<file path="src/rtl/reg_file_pkg.sv">
// reg_file_pkg: shared op encodings, snapshot states and default sizing for the register file pair.
package reg_file_pkg;
  localparam int DEF_WIDTH = 8;
  localparam int DEF_DEPTH = 12;
  localparam int DUMP_BITS = DEF_DEPTH * DEF_WIDTH;
  localparam logic [1:0] OP_NONE = 2'b00;
  localparam logic [1:0] OP_INC  = 2'b01;
  localparam logic [1:0] OP_DEC  = 2'b10;
  localparam logic [1:0] OP_INC2 = 2'b11;
  typedef enum logic {SNAP_IDLE, SNAP_SHIFT} snap_state_e;
endpackage

</file>
<file path="src/rtl/reg_file_pair_shifter.sv">
// reg_snapshot_shifter: captures all registers on request and streams them out MSB first, reg 0 first.
module reg_snapshot_shifter import reg_file_pkg::*; #(
  parameter int NBITS = DUMP_BITS
) (
  input  logic             clk,
  input  logic             rst,
  input  logic             snap_req_i,
  input  logic [NBITS-1:0] regs_i,
  output logic             snap_busy_o,
  output logic             snap_start_o,
  output logic             snap_valid_o,
  output logic             serial_o
);
  localparam int CW = $clog2(NBITS);
  snap_state_e state_q, state_d;
  logic [CW-1:0] cnt_q, cnt_d;
  logic [NBITS-1:0] shadow_q, shadow_d;
  always_comb begin
    state_d  = state_q;
    cnt_d    = cnt_q;
    shadow_d = shadow_q;
    if (state_q == SNAP_IDLE) begin
      if (snap_req_i) begin
        shadow_d = regs_i;
        cnt_d    = '0;
        state_d  = SNAP_SHIFT;
      end
    end else begin
      shadow_d = shadow_q << 1;
      cnt_d    = cnt_q + 1'b1;
      state_d  = (cnt_q == CW'(NBITS - 1)) ? SNAP_IDLE : SNAP_SHIFT;
    end
  end
  always_ff @(posedge clk) begin
    if (rst) begin
      state_q  <= SNAP_IDLE;
      cnt_q    <= '0;
      shadow_q <= '0;
    end else begin
      state_q  <= state_d;
      cnt_q    <= cnt_d;
      shadow_q <= shadow_d;
    end
  end
  assign snap_busy_o  = state_q == SNAP_SHIFT;
  assign snap_valid_o = snap_busy_o;
  assign snap_start_o = snap_busy_o && cnt_q == '0;
  assign serial_o     = snap_busy_o && shadow_q[NBITS-1];
endmodule

</file>
<file path="src/rtl/reg_file_pair.sv">
// reg_file_pair: byte/pair register file with pair inc/dec, two read ports, optional bypass and serial dump.
module reg_file_pair import reg_file_pkg::*; #(
  parameter int WIDTH  = DEF_WIDTH,
  parameter int DEPTH  = DEF_DEPTH,
  parameter int SEL_W  = $clog2(DEPTH),
  parameter bit BYPASS = 1'b0
) (
  input  logic               clk,
  input  logic               rst,
  input  logic [SEL_W:0]     rd_a_sel,
  input  logic [SEL_W:0]     rd_b_sel,
  input  logic [SEL_W:0]     wr_sel,
  input  logic [1:0]         op,
  input  logic               we,
  input  logic [2*WIDTH-1:0] data_in,
  output logic [2*WIDTH-1:0] rd_a_data,
  output logic [2*WIDTH-1:0] rd_b_data,
  output logic               wrap,
  input  logic               snap_req,
  output logic               snap_busy,
  output logic               snap_start,
  output logic               snap_valid,
  output logic               serial_out
);
  localparam int PW = 2 * WIDTH;
  logic [WIDTH-1:0] regs_q [DEPTH];
  logic [WIDTH-1:0] regs_d [DEPTH];
  logic [DEPTH*WIDTH-1:0] cur_flat, rd_flat, dump_flat;
  logic [SEL_W-1:0] wr_base;
  logic [PW-1:0] cur_pair;
  logic [PW:0] op_res;
  logic op_act, op_ok, we_ok, wr_fwd, wrap_q, wrap_d;
  function automatic logic [SEL_W-1:0] base_of(input logic [SEL_W:0] s);
    return s[SEL_W-1:0] & ~SEL_W'(1);
  endfunction
  function automatic logic ok_of(input logic [SEL_W:0] s);
    return s[SEL_W] ? int'(base_of(s)) + 1 < DEPTH : int'(s[SEL_W-1:0]) < DEPTH;
  endfunction
  // Out-of-range selections read as zero rather than aliasing.
  function automatic logic [PW-1:0] rd(input logic [SEL_W:0] s, input logic [DEPTH*WIDTH-1:0] v);
    if (!ok_of(s)) return '0;
    return s[SEL_W] ? {v[int'(base_of(s))*WIDTH +: WIDTH], v[(int'(base_of(s))+1)*WIDTH +: WIDTH]}
                    : {{WIDTH{1'b0}}, v[int'(s[SEL_W-1:0])*WIDTH +: WIDTH]};
  endfunction
  for (genvar g = 0; g < DEPTH; g++) begin : g_flat
    assign cur_flat[g*WIDTH +: WIDTH]             = regs_q[g];
    assign rd_flat[g*WIDTH +: WIDTH]              = wr_fwd ? regs_d[g] : regs_q[g];
    assign dump_flat[(DEPTH-1-g)*WIDTH +: WIDTH] = regs_q[g];
  end
  assign op_act   = op != OP_NONE;
  assign op_ok    = ok_of({1'b1, wr_sel[SEL_W-1:0]});
  assign we_ok    = ok_of(wr_sel);
  assign wr_base  = base_of(wr_sel);
  assign wr_fwd   = BYPASS && !op_act && we;
  assign cur_pair = rd({1'b1, wr_sel[SEL_W-1:0]}, cur_flat);
  // The extra top bit of op_res is the carry/borrow that drives wrap.
  assign op_res = (op == OP_DEC) ? {1'b0, cur_pair} - 1'b1
                                 : {1'b0, cur_pair} + ((op == OP_INC2) ? (PW+1)'(2) : (PW+1)'(1));
  always_comb begin
    regs_d = regs_q;
    wrap_d = 1'b0;
    if (op_act && op_ok) begin
      regs_d[wr_base]        = op_res[PW-1:WIDTH];
      regs_d[wr_base + 1'b1] = op_res[WIDTH-1:0];
      wrap_d                 = op_res[PW];
    end else if (!op_act && we && we_ok) begin
      if (wr_sel[SEL_W]) begin
        regs_d[wr_base]        = data_in[PW-1:WIDTH];
        regs_d[wr_base + 1'b1] = data_in[WIDTH-1:0];
      end else begin
        regs_d[wr_sel[SEL_W-1:0]] = data_in[WIDTH-1:0];
      end
    end
  end
  always_ff @(posedge clk) begin
    if (rst) begin
      regs_q <= '{default: '0};
      wrap_q <= 1'b0;
    end else begin
      regs_q <= regs_d;
      wrap_q <= wrap_d;
    end
  end
  assign rd_a_data = rd(rd_a_sel, rd_flat);
  assign rd_b_data = rd(rd_b_sel, rd_flat);
  assign wrap      = wrap_q;
  reg_snapshot_shifter #(.NBITS(DEPTH * WIDTH)) u_snap (
    .clk          (clk),
    .rst          (rst),
    .snap_req_i   (snap_req),
    .regs_i       (dump_flat),
    .snap_busy_o  (snap_busy),
    .snap_start_o (snap_start),
    .snap_valid_o (snap_valid),
    .serial_o     (serial_out)
  );
endmodule

</file>
<file path="config.mk">
export PLATFORM = sky130hd
export DESIGN_NAME = reg_file_pair
export DESIGN_NICKNAME = d
export VERILOG_FILES = /design/src/rtl/reg_file_pkg.sv /design/src/rtl/reg_file_pair_shifter.sv /design/src/rtl/reg_file_pair.sv
export SDC_FILE = /design/constraint.sdc
export NUM_CORES = 1
export LEC_CHECK = 0
export CAP_MARGIN = 10
export CORE_ASPECT_RATIO = 0.9
export CORE_MARGIN = 2
export CORE_UTILIZATION = 50
export CTS_CLUSTER_DIAMETER = 200
export DETAILED_ROUTE_END_ITERATION = 16
export DONT_BUFFER_PORTS = 1
export HOLD_SLACK_MARGIN = 0.15
export PLACE_DENSITY_LB_ADDON = 0.25
export SYNTH_ARGS = -nofsm -noshare
export SYNTH_HDL_FRONTEND = slang
export SYNTH_SLANG_ARGS = --single-unit
</file>
<file path="constraint.sdc">
create_clock -name clk -period 4.57 [get_ports clk]
set_input_delay 0.2285 -clock clk [delete_from_list [all_inputs] [get_ports clk]]
set_output_delay 0.2285 -clock clk [all_outputs]
set_load 0.1 [all_outputs]
</file>
==> reports/qor.txt <==
Status -> finished, final reports clean
TritonRoute pass-1 iters -> 6
PwrDens -> 338 nW/um2
Die area -> 25800 um2
HP Class -> in -> reg
CP endpoint kind -> flip-flop
Final Net Count -> 1492
Cells along the critical path -> a22oi_1 -> nand2_1 -> a221oi_1 -> ha_1 -> inv_1 -> fa_1 -> a21o_1 -> a221oi_4 -> xor2_1 -> o22ai_1 -> nor2_1 -> nor3_1
TritonCTS Buffers -> 22
Routed vias/inst -> 6.66
Initial core utilization -> 50.8%
Max Clock Skew -> 9.13 ps
Clock Path Buffers -> 3
Worst R2R Path Depth -> 12
Min Tclk post-route -> 3460 ps
Max Cap Viol -> 0
Initial antenna violation count -> 1
Slowest cell delay on critical path -> 660 ps
EDFF count, synth -> 0
Final Cycle Share -> 75.7%
Placed wire-length estimate -> 30500 um
Slowest-stage cell, CP -> xor2_1
Leakage power -> 5.03 nW
Root buffer cell -> clkbuf_16
Post-synthesis compound-gate area fraction -> 20.8%
CTS tree -> built
YS warnings -> 0
Post-route ant nets -> 0
Largest area contributor in the netlist -> dfxtp_1
Final Util -> 56.1%
Max frequency -> 0.289 GHz
Synth cell types -> 65
Final Hold Fails -> 0
Setup violations, final -> 0
# port buffers -> 0
GRT Total Usage -> 33.3%
Avg Cell Area, Syn -> 8.23 um2
Std-Cell Rows -> 54
Syn Nets -> 1549
Routed wire length -> 44100 um
Core area -> 24200 um2
Mapped Area -> 12300 um2
Post-Syn Instances -> 1492
Post-route DRC -> 0
RePlAce Congestion -> 0.978
# diodes -> 0
Asr flop ratio synth -> 0%
Post-synthesis adder-cell area fraction -> 2.10%
First-pass GRT wire length -> 66300 um
WL/cell -> 25.0 um
Routed vias -> 11708
Final Max Slew Viols -> 0
Die width -> 169 um
Reg clk slew, reported paths -> 70 ps
Synth Area in XOR/XNOR -> 0.703%
H-tree depth reported by CTS -> 1
Mux cell area share after synthesis -> 17.9%
Slew Limit Headroom -> 14.8%
Tightest Pin Transition -> 1270 ps
Die Ht -> 153 um
Combinational family with the most area after synthesis -> simple AND/OR/NAND/NOR gates
Peak supply drop -> 221 uV
DRT iter0 DRCs -> 1634
Top-area cell type share of the netlist area -> 32.8%
CP Class -> reg -> reg
Post-synth top flop -> dfxtp_1
Critical Path Start Type -> flip-flop
Share of layout cells above drive strength 1 -> 9.99%
Setup bufs post-CTS -> 0
Crit path max fanout -> 6
Simple-gate area share of the yosys netlist -> 21.3%
Worst Hold Depth -> 3
I/O pin count -> 74
Crit path required time -> 4930 ps
P&R area growth vs syn -> 10.4%
Sequential share of the synthesized area -> 32.8%
Crit path arrival time -> 3820 ps
Top post-synthesis cells by area -> dfxtp_1, mux2i_1, nor2_1
Clock latency on the worst-skew pair -> 520 ps
Setup TNS -> 0 ps
Overflow after GRT -> 0
Largest net degree at the start of global routing -> 232
Sink Count -> 201
Vias in the first global route -> 10709
#FFs+latches synth -> 201
RSZ-0062 raised after global routing -> no
[per-layer routing]
layer,up-vias,routed length (um),GRT usage [%]
met2,684,18800,49.6
met1,5538,18500,47.1
met3,116,5020,8.70
met4,0,1790,10.7
met5,-,0,0
li1,5370,-,-
[state kept, by name (all words and copies together), names as in the netlist]
signal and count:
cur_flat 96, u_snap.shadow_q 96, u_snap.cnt_q 7, u_snap.snap_busy_o 1
wrap 1
[cells in the mapped netlist (all sizes together) (7+ instances only)]
library cell  instances
nor2                331
dfxtp               201
mux2i               144
a21oi               120
nand2                66
clkbuf               59
buf                  56
nor3                 55
a22oi                53
o22ai                33
mux4                 32
and2                 28
nand3                22
a221oi               21
a31oi                21
nor2b                21
ha                   19
nor3b                19
o31ai                19
inv                  18
a211oi               17
nand3b               15
o211ai               13
o2bb2ai               9
o32ai                 9
a311oi                8
o21a                  8
a21o                  7
o221ai                7
[timing repair]
item,in CTS,in global routing
hold endpoints to repair,201,0
gates resized for setup,0,0
hold buffers,7,0
setup endpoints to repair,0,0
[worst paths after layout]
check,start,to,slack (ps)
setup / recovery,cur_flat[88],cur_flat[94],1110
hold / removal,rst,cur_flat[18],180
setup reg to reg,cur_flat[88],cur_flat[94],1110
hold reg to reg,u_snap.shadow_q[50],u_snap.shadow_q[51],480
[cells in the final DEF, fill, tap and decap left out, drive strengths merged, types with 4 or more instances in the layout]
master / count
o31ai: 19
dfxtp: 201
a21oi: 120
o21a: 8
or2: 4
nand3b: 15
xnor2: 4
a22oi: 53
nor2: 331
a31oi: 21
bufinv: 4
o21ai: 6
nand3: 22
nor3: 55
o221ai: 7
inv: 18
nor2b: 21
a211oi: 17
a32oi: 6
or3: 4
nand2: 66
a311oi: 8
o41ai: 6
buf: 29
nor3b: 19
and2: 28
xor2: 5
o211ai: 13
a21o: 7
o32ai: 9
clkbuf: 32
o22ai: 33
o2bb2ai: 9
mux4: 32
dlygate4sd3: 5
a221oi: 21
ha: 19
mux2i: 144
[report_power, final]
| part | total [mW] | internal [mW] | switching, mW |
|---|---|---|---|
| registers | 1.90 | 1.80 | 0.0990 |
| clock network | 1.98 | 1.23 | 0.753 |
| logic | 0.702 | 0.221 | 0.481 |
| total | 4.58 | 3.25 | 1.33 |
[per-stage QoR]
stage | area (um2) | hold slack [ps] | cells | total power, mW | worst slack (ps)
global placement | 12600 | 323 | 1712 | 2.55 | 1070
detailed placement | 12600 | 323 | 1712 | 2.56 | 1020
global route | 13600 | 186 | 1759 | 4.72 | 930
floorplan | 12300 | 454 | 1492 | 2.42 | 754
finish | 13600 | 176 | 1759 | 4.58 | 1110
CTS | 13600 | 159 | 1759 | 4.58 | 1200
[kinds of logic (layout without fill, tap and decap cells)]
| family | count (synthesis) | count (layout) |
|---|---|---|
| AND/OR/NAND/NOR | 578 | 578 |
| multiplexers | 179 | 179 |
| XOR/XNOR | 9 | 9 |
| buffers and inverters | 133 | 92 |
| adder cells (fa/ha/maj) | 20 | 20 |
| AO/OA/AOI/OAI | 372 | 372 |
| flip-flops | 201 | 201 |
[layout make-up]
class                      instances  area, um2
tap                              308        385
clock inverter                     8        145
multi-input combinational       1158       7950
fill                            2260      10600
timing repair buffer              34        320
sequential                       201       4030
clock buffer                      32        659
inverter                          18       67.6
[critical path, delay by kind of cell (launching register included)]
| family | cells | cell delay [ps] |
|---|---|---|
| flip-flops | 1 | 410 |
| XOR/XNOR | 1 | 660 |
| buffers and inverters | 1 | 50 |
| AO/OA/AOI/OAI | 5 | 1320 |
| adder cells (fa/ha/maj) | 2 | 610 |
| AND/OR/NAND/NOR | 3 | 260 |
Power figures use the tool's default switching activity.
